===== config.mk =====
export PLATFORM = sky130hd
export DESIGN_NAME = dcfeb_pkt_arbiter
export DESIGN_NICKNAME = d
export VERILOG_FILES = /design/src/rtl/dcfeb_pkt_arbiter.sv
export SDC_FILE = /design/constraint.sdc
export NUM_CORES = 1
export LEC_CHECK = 0
export ABC_AREA = 1
export CAP_MARGIN = 10
export CORE_MARGIN = 2
export CORE_UTILIZATION = 62
export CTS_CLUSTER_DIAMETER = 100
export DETAILED_ROUTE_END_ITERATION = 8
export PLACE_DENSITY_LB_ADDON = 0.15
export SLEW_MARGIN = 25
export SYNTH_ARGS = -nofsm -noshare
export SYNTH_HDL_FRONTEND = slang
export SYNTH_SLANG_ARGS = --single-unit

===== constraint.sdc =====
create_clock -name CLK -period 13.3 [get_ports CLK]
set_input_delay 2.66 -clock CLK [delete_from_list [all_inputs] [get_ports CLK]]
set_output_delay 2.66 -clock CLK [all_outputs]
set_load 0.01 [all_outputs]

===== src/rtl/dcfeb_pkt_arbiter.sv =====
// dcfeb_pkt_arbiter: round-robin scheduler streaming whole packets from NCH FWFT FIFOs onto one valid/ready port.
// Latency: PKT_DONE at t -> grant and first FIFO pop at t+2 -> OUT_VALID at t+3; then one word per cycle.
// Backpressure: output register holds while OUT_VALID & ~OUT_READY; FIFO pops only into a free or draining slot.
// Optional build macro PKT_ARB_TIMEOUT_EN: terminate a transfer whose FIFO stays empty for TMO cycles.
module dcfeb_pkt_arbiter #(
    parameter int NCH       = 7,
    parameter int MAX_WORDS = 812,
    parameter int TMO       = 1023
) (
    input  logic                CLK,
    input  logic                RST,
    input  logic [NCH-1:0]      PKT_DONE,
    input  logic [NCH-1:0]      PKT_GOOD,
    input  logic [NCH-1:0]      FIFO_EMPTY,
    input  logic [17*NCH-1:0]   FIFO_DOUT,
    output logic [NCH-1:0]      FIFO_REN,
    output logic [15:0]         OUT_DATA,
    output logic                OUT_VALID,
    input  logic                OUT_READY,
    output logic                OUT_LAST,
    output logic                OUT_BAD,
    output logic [2:0]          CH_SEL,
    output logic                BUSY,
    output logic [NCH-1:0]      OVFL
);

    typedef enum logic [1:0] {S_IDLE, S_XFER, S_FLUSH, S_GAP} state_t;

    state_t         state;
    logic [3:0]     pend_cnt [NCH];
    logic [15:0]    stat_q   [NCH];
    logic [3:0]     stat_wp  [NCH];
    logic [3:0]     stat_rp  [NCH];
    logic [9:0]     word_cnt;
    logic [9:0]     word_cnt_nx;
    logic           abort_r;

    logic [16:0]    head;
    logic           head_empty;
    logic           head_good;
    logic           pop;
    logic           cmpl;
    logic [NCH-1:0] cmpl_vec;
    logic           gnt_found;
    logic [2:0]     gnt_ch;
    int             gnt_idx;
    logic           tmo_fire;

    assign word_cnt_nx = word_cnt + 10'd1;

    // Select the granted channel's FIFO head, empty flag and oldest CRC status
    always_comb begin
        head       = '0;
        head_empty = 1'b1;
        head_good  = 1'b0;
        for (int i = 0; i < NCH; i++) begin
            if (CH_SEL == 3'(i)) begin
                head       = FIFO_DOUT[i*17 +: 17];
                head_empty = FIFO_EMPTY[i];
                head_good  = stat_q[i][stat_rp[i]];
            end
        end
    end

    // Pop decision and packet completion; once the last word sits in the output register no further pops
    always_comb begin
        pop = 1'b0;
        case (state)
            S_XFER:  pop = ~head_empty & (~OUT_VALID | (OUT_READY & ~OUT_LAST));
            S_FLUSH: pop = ~head_empty;
            default: pop = 1'b0;
        endcase
        cmpl = ((state == S_XFER) & OUT_VALID & OUT_READY & OUT_LAST & ~abort_r)
             | ((state == S_FLUSH) & pop & head[16]);
        FIFO_REN = '0;
        cmpl_vec = '0;
        for (int i = 0; i < NCH; i++) begin
            if (CH_SEL == 3'(i)) begin
                FIFO_REN[i] = pop;
                cmpl_vec[i] = cmpl;
            end
        end
    end

    // Round-robin search: first channel with pending packets after the last-served one, wrapping
    always_comb begin
        gnt_found = 1'b0;
        gnt_ch    = CH_SEL;
        gnt_idx   = 0;
        for (int k = 1; k <= NCH; k++) begin
            gnt_idx = (int'(CH_SEL) + k) % NCH;
            if (!gnt_found && pend_cnt[gnt_idx] != 4'd0) begin
                gnt_found = 1'b1;
                gnt_ch    = 3'(gnt_idx);
            end
        end
    end

`ifdef PKT_ARB_TIMEOUT_EN
    localparam int TW = $clog2(TMO + 1);
    logic [TW-1:0] tmo_cnt;
    logic          starved;

    assign starved  = (state == S_XFER) & head_empty & ~(OUT_VALID & OUT_LAST);
    assign tmo_fire = starved & (tmo_cnt == TW'(TMO - 1)) & (~OUT_VALID | OUT_READY);

    // Count consecutive empty-FIFO cycles while the packet end has not been seen; saturate while stalled
    always_ff @(posedge CLK or posedge RST) begin
        if (RST) begin
            tmo_cnt <= '0;
        end else if (!starved) begin
            tmo_cnt <= '0;
        end else if (tmo_cnt != TW'(TMO - 1)) begin
            tmo_cnt <= tmo_cnt + 1'b1;
        end
    end
`else
    // Without the timeout build TMO has no effect; XFER waits on an empty FIFO indefinitely
    assign tmo_fire = 1'b0 & (TMO > 0);
`endif

    // Per-channel pending counters and CRC-status queues; a simultaneous push and pop leaves the count alone
    always_ff @(posedge CLK or posedge RST) begin
        if (RST) begin
            OVFL <= '0;
            for (int i = 0; i < NCH; i++) begin
                pend_cnt[i] <= 4'd0;
                stat_q[i]   <= 16'd0;
                stat_wp[i]  <= 4'd0;
                stat_rp[i]  <= 4'd0;
            end
        end else begin
            for (int i = 0; i < NCH; i++) begin
                if (PKT_DONE[i] && cmpl_vec[i]) begin
                    stat_q[i][stat_wp[i]] <= PKT_GOOD[i];
                    stat_wp[i]            <= stat_wp[i] + 4'd1;
                    stat_rp[i]            <= stat_rp[i] + 4'd1;
                end else if (PKT_DONE[i]) begin
                    if (pend_cnt[i] == 4'd15) begin
                        OVFL[i] <= 1'b1;
                    end else begin
                        pend_cnt[i]           <= pend_cnt[i] + 4'd1;
                        stat_q[i][stat_wp[i]] <= PKT_GOOD[i];
                        stat_wp[i]            <= stat_wp[i] + 4'd1;
                    end
                end else if (cmpl_vec[i]) begin
                    pend_cnt[i] <= pend_cnt[i] - 4'd1;
                    stat_rp[i]  <= stat_rp[i] + 4'd1;
                end
            end
        end
    end

    // Grant/transfer/flush/gap sequencer with the registered output word
    always_ff @(posedge CLK or posedge RST) begin
        if (RST) begin
            state     <= S_IDLE;
            CH_SEL    <= 3'(NCH - 1);
            BUSY      <= 1'b0;
            OUT_DATA  <= 16'd0;
            OUT_VALID <= 1'b0;
            OUT_LAST  <= 1'b0;
            OUT_BAD   <= 1'b0;
            word_cnt  <= 10'd0;
            abort_r   <= 1'b0;
        end else begin
            case (state)
                S_IDLE: begin
                    if (gnt_found) begin
                        CH_SEL   <= gnt_ch;
                        BUSY     <= 1'b1;
                        word_cnt <= 10'd0;
                        abort_r  <= 1'b0;
                        state    <= S_XFER;
                    end
                end
                S_XFER: begin
                    if (pop) begin
                        OUT_VALID <= 1'b1;
                        OUT_DATA  <= head[15:0];
                        word_cnt  <= word_cnt_nx;
                        if (head[16]) begin
                            OUT_LAST <= 1'b1;
                            OUT_BAD  <= ~head_good;
                        end else if (word_cnt_nx == 10'(MAX_WORDS)) begin
                            // Oversized packet: cut it here and drain the rest in FLUSH
                            OUT_LAST <= 1'b1;
                            OUT_BAD  <= 1'b1;
                            abort_r  <= 1'b1;
                        end else begin
                            OUT_LAST <= 1'b0;
                            OUT_BAD  <= 1'b0;
                        end
                    end else if (tmo_fire) begin
                        OUT_VALID <= 1'b1;
                        OUT_DATA  <= 16'h0000;
                        OUT_LAST  <= 1'b1;
                        OUT_BAD   <= 1'b1;
                    end else if (OUT_VALID && OUT_READY) begin
                        OUT_VALID <= 1'b0;
                        OUT_LAST  <= 1'b0;
                        OUT_BAD   <= 1'b0;
                        if (OUT_LAST) begin
                            if (abort_r) begin
                                state <= S_FLUSH;
                            end else begin
                                state <= S_GAP;
                                BUSY  <= 1'b0;
                            end
                        end
                    end
                end
                S_FLUSH: begin
                    if (pop && head[16]) begin
                        state <= S_GAP;
                        BUSY  <= 1'b0;
                    end
                end
                default: begin
                    state <= S_IDLE;
                end
            endcase
        end
    end

endmodule

==> results.py, run 1 <==
metrics = {
    "status": {
        "status": "finished clean",
    },
    "synth": {
        "synth_edf_count": 0,
        "synth.avg_cell_area_um2": 7.21,
        "synth_nets": 2496,
        "synth_cells": 2268,
        "ys.flop_type": "dfrtp_1",
        "synth.largest_area_cell": "dfrtp_1",
        "synth_top_area_share_pct": 36.3,
        "synth_commonest_cells": "nand2_1, nor2_1, dfrtp_1",
        "async_flop_share_pct": 100,
        "post-synth-top-count-cell": "nand2_1",
        "synth_seq_cells": 239,
        "ys_types": 54,
        "synth_area_um2": 16300,
        "ys_warn_count": 0,
        "synthTopCellsByArea": "dfrtp_1, nand2_1, nand3_1, ha_1, nor2_1",
        "ys_seq_area_share_pct": 36.6,
    },
    "cells_and_area": {
        "diodes": 0,
        "area_delta_synth_final_pct": 16.6,
        "n_fill_cell": 2066,
        "fin_util_pct": 73.3,
        "fin_cells": 2754,
        "postLayoutCellArea_um2": 19100,
        "drive_above_1_share_pct": 5.62,
        "fin_nets": 2629,
    },
    "routing": {
        "first_pass_iters": 8,
        "ant_nets": 0,
        "wl_per_cell_um": 15.9,
        "drc": 0,
        "routed_via_density": 5.75,
        "routed_wl_um": 43800,
        "dr.max_layer_used": "met4",
        "num_vias": 15800,
        "wirelength_met1_um": 19400,
        "drtIter0Drc": 1463,
        "wl_met2_um": 20200,
        "dr_wl_met3_um": 2950,
    },
    "floorplanning": {
        "ios": 180,
        "core_um2": 26000,
        "die_h_um": 166,
        "rows": 59,
        "dieArea_um2": 27700,
        "die_x_um": 166,
        "start_util_pct": 62.9,
    },
    "cts": {
        "cts_tree": "yes",
        "cts-buffers-inserted": 26,
        "post-cts-setup-buffers": 0,
        "cts_resized": 0,
        "cts.sinks": 239,
        "clock_path_buffers": 3,
        "cts_hold_buf": 0,
        "clk_latency_ns": 0.54,
        "h-tree-depth": 1,
        "cts_root_buf": "clkbuf_16",
        "clk_pin_slew_ns": 0.06,
    },
    "timing": {
        "period_needed_ns": 7.63,
        "tns_ns": 0,
        "slew_viol_final": 0,
        "setup_viol": 0,
        "finalClockSkew_ns": 0.0186,
        "hold_viol": 0,
        "max_slew_margin_pct": 38.4,
        "final.period_utilization_pct": 57.4,
        "worst_pin_slew_ns": 0.923,
        "max_freq_ghz": 0.131,
        "rsz0062_at_grt": "no",
    },
    "worst_setup_path": {
        "required_ns": 10.64,
        "cp_max_fo": 9,
        "start_kind": "input port",
        "path_common_cell": "o21ai_1",
        "max_stage_delay_ns": 0.50,
        "cp_cell_sequence": "clkdlybuf4s50_1 -> o22ai_1 -> o21ai_1 -> nor2_1 -> o21ai_1 -> o21ai_1 -> nand2_2 -> nor3_1 -> clkdlybuf4s50_1",
        "slowest_stage": "clkdlybuf4s50_1",
        "arrival_ns": 4.97,
        "setup.worst_path.start": "FIFO_EMPTY[1]",
        "worstReg2RegStart": "CH_SEL[0]",
        "r2r_slack_ns": 8.10,
        "critPathCaptureType": "primary output",
        "path_class": "in2out",
    },
    "hold_path": {
        "min-delay-start": "stat_q[105]",
        "hold_class": "reg2reg",
    },
    "pwr": {
        "ir_worst_vdd_v": 0.000240,
        "p_leak_uw": 0.00910,
        "powerDensity_nw_per_um2": 265,
        "p_total_uw": 5050,
    },
    "grt": {
        "grt_max_degree": 96,
        "antenna_found_initial": 0,
        "grt_use_total_pct": 31.0,
        "gr-total-overflow": 0,
        "first_global_vias": 14600,
        "grt_pass1_wl_um": 71700,
    },
    "placement": {
        "placedCellCount": 2708,
        "place_congestion": 0.934,
        "dpl.hpwl_um": 31500,
        "placed_cell_area_um2": 18200,
        "portBuffers": 179,
    },
    "flow_run": {
        "cap_viol_max_count": 0,
    },
}
==> power by group <==
part	switching (uW)	total (uW)	internal, uW	leakage, uW
clock network	296	732	435	0.000416
logic	1920	2960	1040	0.00577
registers	314	1360	1050	0.00291
==> per-stage QoR <==
stage,setup slack [ns],hold slack (ns)
2_1_floorplan,4.08,0.436
3_3_place_gp,5.77,0.448
3_5_place_dp,5.75,0.453
4_1_cts,5.75,0.469
5_1_grt,5.59,0.481
6_report,5.67,0.468
==> placed cells by master, fill, tap and decap left out, types with 16 or more instances in the layout <==
master and n:
a21oi_1 43, clkdlybuf4s50_1 179, xor2_1 72, inv_2 16
ha_1 78, o211ai_1 31, o21ai_1 26, nor2_1 248
clkbuf_16 27, nand3_1 233, dfrtp_1 237, inv_1 164
o22ai_1 19, nand2_2 27, nand2_1 674, o21ai_0 175
==> layout make-up <==
cell class	count	area, um2	area share, %
clock buffers	36	719	3.78
clock inverters	10	131	0.690
inverters	189	717	3.76
multi-input cells	1757	9220	48.4
flip-flops and latches	239	5980	31.4
well taps	335	419	2.20
repair buffers	188	1860	9.78
==> final timing paths <==
| path | cells past startpoint | end |
|---|---|---|
| min in group asynchronous | 2 | stat_wp[13] |
| min | 2 | stat_q[105] |
| max | 9 | FIFO_REN[0] |
| max in group asynchronous | 3 | abort_r |
| min reg2reg | 2 | stat_q[105] |
| max reg2reg | 19 | stat_wp[2] |
==> registers in the layout, indices dropped and copies added (netlist names) <==
register / cells
word_cnt: 10
BUSY: 1
OUT_BAD: 1
OVFL: 7
state: 2
abort_r: 1
stat_rp: 28
stat_wp: 28
OUT_DATA: 16
OUT_LAST: 1
CH_SEL: 3
pend_cnt: 28
stat_q: 112
OUT_VALID: 1
==> worst max-delay path, delay by kind of cell <==
family	cells	cell delay, ns
buffers and inverters	2	0.96
AOI/OAI and AO/OA	4	0.84
and+or+nand+nor	3	0.50
==> logic make-up (layout without fill, tap and decap cells) <==
logic type                 after synthesis  count (layout)  synth area share, %
adders and majority gates               85              85                 6.83
and+or+nand+nor                       1227            1227                 31.7
buffers and inverters                  272             423                 7.10
DFF                                    239             239                 36.6
muxes                                    6               6                0.406
AOI/OAI and AO/OA                      354             354                 12.7
xor gates and xnor gates                85              85                 4.67
==> metal layers <==
layer  track usage (%)  vias to the layer above
li1                  -                     7678
met1              44.5                     7476
met2              50.5                      588
met3              3.46                       83
met4              8.43                        0
met5                 0                        -
Note: power is estimated with default switching activity, not from simulation.
==> run 2: changes to the inputs <==
--- a/config.mk
+++ b/config.mk
@@ -8,7 +8,7 @@
 export ABC_AREA = 1
 export CAP_MARGIN = 10
 export CORE_MARGIN = 2
-export CORE_UTILIZATION = 62
+export CORE_UTILIZATION = 58
 export CTS_CLUSTER_DIAMETER = 100
 export DETAILED_ROUTE_END_ITERATION = 8
 export PLACE_DENSITY_LB_ADDON = 0.15
==> constraint.sdc (replaced) <==
create_clock -name CLK -period 7.75 [get_ports CLK]
set_input_delay 1.55 -clock CLK [delete_from_list [all_inputs] [get_ports CLK]]
set_output_delay 1.55 -clock CLK [all_outputs]
set_load 0.01 [all_outputs]
==> results.py, run 2 (synthesis results as in run 1) <==
metrics = {
    "status": {
        "status": "finished clean",
    },
    "cts": {
        "cts-buffers-inserted": 27,
        "clock_path_buffers": 3,
        "cts.sinks": 239,
        "clk_pin_slew_ns": 0.06,
        "clk_latency_ns": 0.56,
        "cts_root_buf": "clkbuf_16",
        "cts_hold_buf": 0,
        "h-tree-depth": 1,
        "cts_resized": 0,
        "post-cts-setup-buffers": 0,
        "cts_tree": "yes",
    },
    "timing": {
        "max_freq_ghz": 0.161,
        "finalClockSkew_ns": 0.0255,
        "rsz0062_at_grt": "no",
        "final.period_utilization_pct": 80.0,
        "hold_viol": 0,
        "tns_ns": 0,
        "slew_viol_final": 0,
        "worst_pin_slew_ns": 0.902,
        "period_needed_ns": 6.20,
        "max_slew_margin_pct": 39.7,
        "setup_viol": 0,
    },
    "placement": {
        "placed_cell_area_um2": 18200,
        "place_congestion": 0.919,
        "portBuffers": 179,
        "dpl.hpwl_um": 32300,
    },
    "worst_setup_path": {
        "critPathCaptureType": "primary output",
        "worstReg2RegStart": "CH_SEL[0]",
        "setup.worst_path.start": "CH_SEL[0]",
        "endpoint": "FIFO_REN[0]",
        "rr_endpoint": "stat_wp[2]",
        "cp_cell_sequence": "inv_2 -> ha_1 -> nand2_2 -> inv_1 -> a211oi_1 -> nand2_2 -> nor3_1 -> clkdlybuf4s50_1",
        "cp_max_fo": 37,
        "path_class": "reg2out",
        "path_common_cell": "nand2_2",
        "crit_cells": 8,
        "r2r_slack_ns": 2.64,
        "arrival_ns": 4.65,
        "max_stage_delay_ns": 0.87,
        "slowest_stage": "dfrtp_1",
        "crit_buf_inv": 3,
        "start_kind": "flip-flop",
        "reg2reg_depth": 14,
        "cp_top_family": "buffers and inverters",
        "required_ns": 6.20,
    },
    "floorplanning": {
        "die_x_um": 172,
        "core_um2": 27800,
        "start_util_pct": 58.8,
        "ios": 180,
        "dieArea_um2": 29500,
        "die_h_um": 172,
        "rows": 61,
    },
    "cells_and_area": {
        "fin_nets": 2628,
        "drive_above_1_share_pct": 5.87,
        "area_delta_synth_final_pct": 17.1,
        "largest-register": "stat_q",
        "postLayoutCellArea_um2": 19100,
        "n_fill_cell": 2390,
        "largest_reg_flops": 112,
        "layout_common_cells": "nand2_1, nor2_1, dfrtp_1",
        "final_common_cell": "nand2_1",
        "diodes": 0,
    },
    "routing": {
        "routed_wl_um": 43800,
        "wl_per_cell_um": 15.7,
        "ant_nets": 0,
        "drc": 0,
        "first_pass_iters": 5,
        "num_vias": 15600,
        "drtIter0Drc": 1425,
        "routed_via_density": 5.57,
    },
    "hold_path": {
        "hold_class": "reg2reg",
    },
    "grt": {
        "grt_use_total_pct": 30.1,
        "gr-total-overflow": 0,
        "antenna_found_initial": 0,
        "first_global_vias": 14700,
        "grt_pass1_wl_um": 72400,
        "grt_max_degree": 143,
    },
    "pwr": {
        "combinationalPowerShare_pct": 58.3,
        "p_sw_uw": 4330,
        "p_leak_uw": 0.00912,
        "ir_worst_vdd_v": 0.000270,
        "sw_frac_of_total_pct": 50.1,
        "pwr-share-seq_pct": 26.9,
        "powerDensity_nw_per_um2": 452,
        "p_int_uw": 4320,
        "pwr-share-clk_pct": 14.8,
    },
    "flow_run": {
        "cap_viol_max_count": 0,
    },
}
run 2: cell count changes in the layout (fill, tap and decap cells not counted), sizes merged:
cell | previous run | this run
buf | 9 | 7
bufinv | 3 | 1
clkbuf | 36 | 39
clkinv | 14 | 16
run 2: power by group through the flow:
| stage | Sequential, uW | Combinational [uW] | Clock (uW) |
|---|---|---|---|
| floorplan | 2170 | 3770 | 0 |
| global placement | 2310 | 4780 | 0 |
| detailed placement | 2320 | 4960 | 0 |
| CTS | 2310 | 4990 | 1300 |
| global route | 2400 | 5700 | 1350 |
| finish | 2320 | 5050 | 1280 |
run 2: how the worst min path moves through the flow:
stage | from | endpoint | slack, ns | cells after the start
floorplan | stat_q[42] | stat_q[42] | 0.44 | 2
global placement | stat_q[60] | stat_q[60] | 0.45 | 2
detailed placement | stat_q[38] | stat_q[38] | 0.45 | 2
CTS | stat_q[77] | stat_q[77] | 0.47 | 2
global route | stat_q[52] | stat_q[52] | 0.49 | 2
finish | stat_q[110] | stat_q[110] | 0.47 | 2
run 2: routing by layer:
| metal | up-vias | GRT usage, % | wire [um] |
|---|---|---|---|
| met3 | 85 | 3.39 | 2630 |
| li1 | 7684 | - | - |
| met1 | 7297 | 42.1 | 19500 |
| met2 | 529 | 50.2 | 20600 |
| met5 | - | 0 | 0 |
| met4 | 0 | 7.71 | 1130 |
run 2: per-stage QoR:
stage                     utilization, %  std cells  worst slack (ns)  hold WS, ns  power (uW)
after floorplan                        -       2268              3.07        0.436        5940
after global placement              65.6       2749              2.35        0.448        7090
after detailed placement            65.6       2749              2.27        0.453        7280
after CTS                           68.8       2798              1.68        0.469        8600
after global routing                68.9       2798              1.43        0.488        9450
final                               68.9       2798              1.55        0.467        8650
run 2: worst min-delay path: stages (launching register included):
cell	delay [ns]
dfrtp_1	0.34
nand2_1	0.05
nand2_1	0.04
run 2: cell type report:
class	count	area, um2	area share, %
timing repair buffer	186	1860	9.70
clock inverter	10	78.8	0.412
clock buffer	39	811	4.24
tap	378	473	2.47
inverter	189	713	3.73
sequential	239	5980	31.3
multi-input combinational	1757	9220	48.2
==> RTL edit 1, RTL diff (config.mk and constraints of run 1) <==
Add a define of `PKT_ARB_TIMEOUT_EN`.
--- a/src/rtl/dcfeb_pkt_arbiter.sv
+++ b/src/rtl/dcfeb_pkt_arbiter.sv
@@ -4,2 +4,4 @@
 // Optional build macro PKT_ARB_TIMEOUT_EN: terminate a transfer whose FIFO stays empty for TMO cycles.
+`define PKT_ARB_TIMEOUT_EN
+
 module dcfeb_pkt_arbiter #(
Formal check against the unedited RTL: no difference found for any inputs over 4 cycles, from zero or initial values and one cycle with RST high; that may be too few to reach the edited logic, so the function may still have changed.
==> RTL edit 1 against run 1 <==
  * Global-route usage increased by 1.3 points
  * Die area increased by 1.7%
  * Area after synthesis increased by 1.7%
  * Total power decreased by 2.4%
  * Wire length increased by 3.5%
  * Cell area increased by 1.9%
  * Count of clock-buffer cells in the layout increased by 5
  * Combinational power decreased by 6%
  * Clock skew decreased by 0.0029 ns
  * Sequential cell count increased by 10
  * Setup slack got worse by 0.14 ns
  * Clock power increased by 2.9%
  * Sequential share of layout area increased by 0.71 points
  * Largest power group unchanged
==> RTL edit 1: results (changes against run 1) <==
Power Internal 2503 uW (-0.54%); gr usage total 32.34% (+1.3 points); RR Endpoint word_cnt[8]; number of global-route vias before repair 15330 (+5.0%); share of cells above drive strength 1 4.544% (-1.1 points); distinct cell type count after synthesis 55 (+1.9%); # fillers 2011 (-2.7%); CP peak stage delay 0.57 ns (+0.07 ns); Clock Power Share 15.3% (+0.8 points); Placed Area 18490 sq um (+1.7%); initial antenna violation count 1 (+1); Detailed Routing Iterations Pass 1 6 (-2); r2r worst-path depth 20 (+1); Mapped Cells 2310 (+1.9%); area share of fa/ha/maj cells after synthesis 6.941% (+0.11 points); complex-gate fraction of the synthesized area 11.30% (-1.4 points); post-synthesis sequential area ratio 37.50% (+0.89 points); outcome finished clean; routed length on met3 3.367 mm (+14%); worst slew pin tran 0.9791 ns (+0.05563 ns); LEAKAGE 0.009304 uW (+2.3%); CTS buffer count 28 (+7.7%); Avg WL per Cell 16.18 um (+1.8%); GP Congestion 0.9447 (+1.1%); routing usage on met2 54.09% (+3.6 points); end of the critical path FIFO_REN[5]; largest net degree at the start of global routing 117 (+22%); top routing layer in use met5
[RTL edit 1: cell types whose count changed in the layout (fill, tap and decap cells not counted), moves of 10 or more]
cell / run 1 / this run
a22oi_1: 2 / 19
o21ai_0: 175 / 123
inv_2: 16 / 6
nor2_1: 248 / 220
nand2_1: 674 / 783
a21oi_1: 43 / 60
o22ai_1: 19 / 4
dfrtp_1: 237 / 247
[RTL edit 1: through the flow]
| step | setup slack [ns] | total power, uW | hold WS [ns] |
|---|---|---|---|
| detailed placement | 5.509 | 4093 | 0.4538 |
| CTS | 5.504 | 4884 | 0.4688 |
| global placement | 5.518 | 3975 | 0.4516 |
| finish | 5.529 | 4927 | 0.4670 |
| floorplan | 3.800 | 3325 | 0.4336 |
| global route | 5.374 | 5364 | 0.4811 |
[RTL edit 1: cell type report]
cell class              instances  area share, %
flip-flops and latches        249          32.12
multi-input cells            1806          48.11
well taps                     335          2.160
inverters                     173          3.391
repair buffers                188          9.600
clock buffers                  41          4.171
clock inverters                 8         0.4513
==> RTL edit 2, RTL diff (settings of run 1) <==
Without the edit above. Register the output `OVFL` once more; this adds one clock of latency there. The other outputs are not delayed to match.
--- a/src/rtl/dcfeb_pkt_arbiter.sv
+++ b/src/rtl/dcfeb_pkt_arbiter.sv
@@ -28,2 +28,4 @@
 
+    logic [NCH-1:0] OVFL_s0;
+
     state_t         state;
@@ -124,3 +126,3 @@
         if (RST) begin
-            OVFL <= '0;
+            OVFL_s0 <= '0;
             for (int i = 0; i < NCH; i++) begin
@@ -139,3 +141,3 @@
                     if (pend_cnt[i] == 4'd15) begin
-                        OVFL[i] <= 1'b1;
+                        OVFL_s0[i] <= 1'b1;
                     end else begin
@@ -225,2 +227,6 @@
 
+    always_ff @(posedge CLK) begin
+        OVFL <= OVFL_s0;
+    end
+
 endmodule
Check against the original RTL: no difference found for any inputs over 4 cycles, from zero or initial values and one cycle with RST high; that may be too few to reach the edited logic, so the function may still have changed.
==> RTL edit 2 against run 1 <==
  * Total power is 3.5% lower
  * Wire length decreased by 2.3%
  * Area after synthesis shrank 0.70%
  * Critical path type is now flip-flop to output port
  * Synthesized cell count is 0.53% lower
  * Critical endpoint unchanged
  * Sequential cell count grew 7
  * Setup slack better by 0.43 ns
  * Largest power group unchanged
  * Sequential share of layout area rose by 0.61 points
  * Cell area rose by 0.39%
==> RTL edit 2: results (changes against run 1) <==
outcome finished clean; complex-gate fraction of the synthesized area 13.50% (+0.81 points); worst skew pair latency 0.56 ns (+0.02 ns); WP data arrival 4.54 ns (-0.43 ns); Via density 5.697 (-0.85%); Synth Area in XOR/XNOR 4.256% (-0.41 points); Hold Path End OVFL[0]; global-route wire length before repair 72.02 mm (+0.37%); Reg2Reg Setup Slack 7.52 ns (-0.58 ns); minimum clock period 7.201 ns (-0.4321 ns); hold slack 0.3702 ns (-0.09822 ns); Final #Nets 2623 (-0.23%); CP peak stage delay 0.91 ns (+0.41 ns); share of cells above drive strength 1 4.386% (-1.2 points); Placed Area 18120 sq um (-0.31%); DRT met1 WL 18.16 mm (-6.5%); CTS buffer count 28 (+7.7%); number of global-route vias before repair 14990 (+2.7%); initial antenna violation count 2 (+2); largest net degree at the start of global routing 105 (+9.4%); post-synthesis sequential area ratio 37.73% (+1.1 points); dominant cells by area after synthesis dfrtp_1 37%, nand2_1 15%, nand3_1 6.3%; async set or reset register ratio after synthesis 97.15% (-2.8 points); VDD IR max 0.1567 mV (-35%); Psw 2371 uW (-6.4%); syn nets 2484 (-0.48%); HP Start OVFL_s0[0]; GR Util met3 4.266% (+0.81 points); Detailed Routing Iterations Pass 1 5 (-3); routed length on met3 2.944 mm (-0.30%); r2r worst-path depth 16 (-3); Setup WS pre-CTS 6.179 ns (+0.4320 ns); # fillers 2019 (-2.3%); gr usage total 30.96% (-0.077 points); GP Congestion 0.9487 (+1.6%); met1 global-route usage 40.92% (-3.6 points); LEAKAGE 0.009115 uW (+0.17%); mux cell area share after synthesis 0.1927% (-0.21 points); area share of fa/ha/maj cells after synthesis 6.877% (+0.048 points); Detailed Route WL 42.76 mm (-2.3%); most frequent cells after synthesis 646 x nand2_1, 261 x nor2_1, 237 x dfrtp_1; cell depth of the worst hold path 0 (-2); CP max FO 35 (+26); # placed instances 2699 (-0.33%)
RTL edit 2: changes by cell type after synthesis, moves of 7 or more:
| cell | delta |
|---|---|
| dfxtp_1 | +7 |
| a21oi_1 | +30 |
| inv_1 | +24 |
| inv_2 | -12 |
| nor2_1 | +13 |
| nand2_2 | -8 |
| o21ai_0 | +26 |
| o22ai_1 | -8 |
| nand2_1 | -35 |
| buf_4 | -7 |
| xor2_1 | -9 |
| o221ai_1 | -8 |
| nand3_1 | -28 |
RTL edit 2: cell type report:
class / count / share of cell area (%)
antenna: 2 / 0.02617
clock buffer: 43 / 4.272
clock inverter: 9 / 0.7785
inverter: 201 / 4.004
multi-input combinational: 1729 / 46.85
sequential: 246 / 32.02
tap: 335 / 2.192
timing repair buffer: 189 / 9.865
RTL edit 2: power by group through the flow:
stage                     clock (uW)  combinational, uW  sequential (uW)
after global placement             0               2560             1350
after detailed placement           0               2650             1360
after global routing             843               3060             1410
final                            804               2710             1360
after floorplan                    0               2020             1280
after CTS                        812               2680             1360
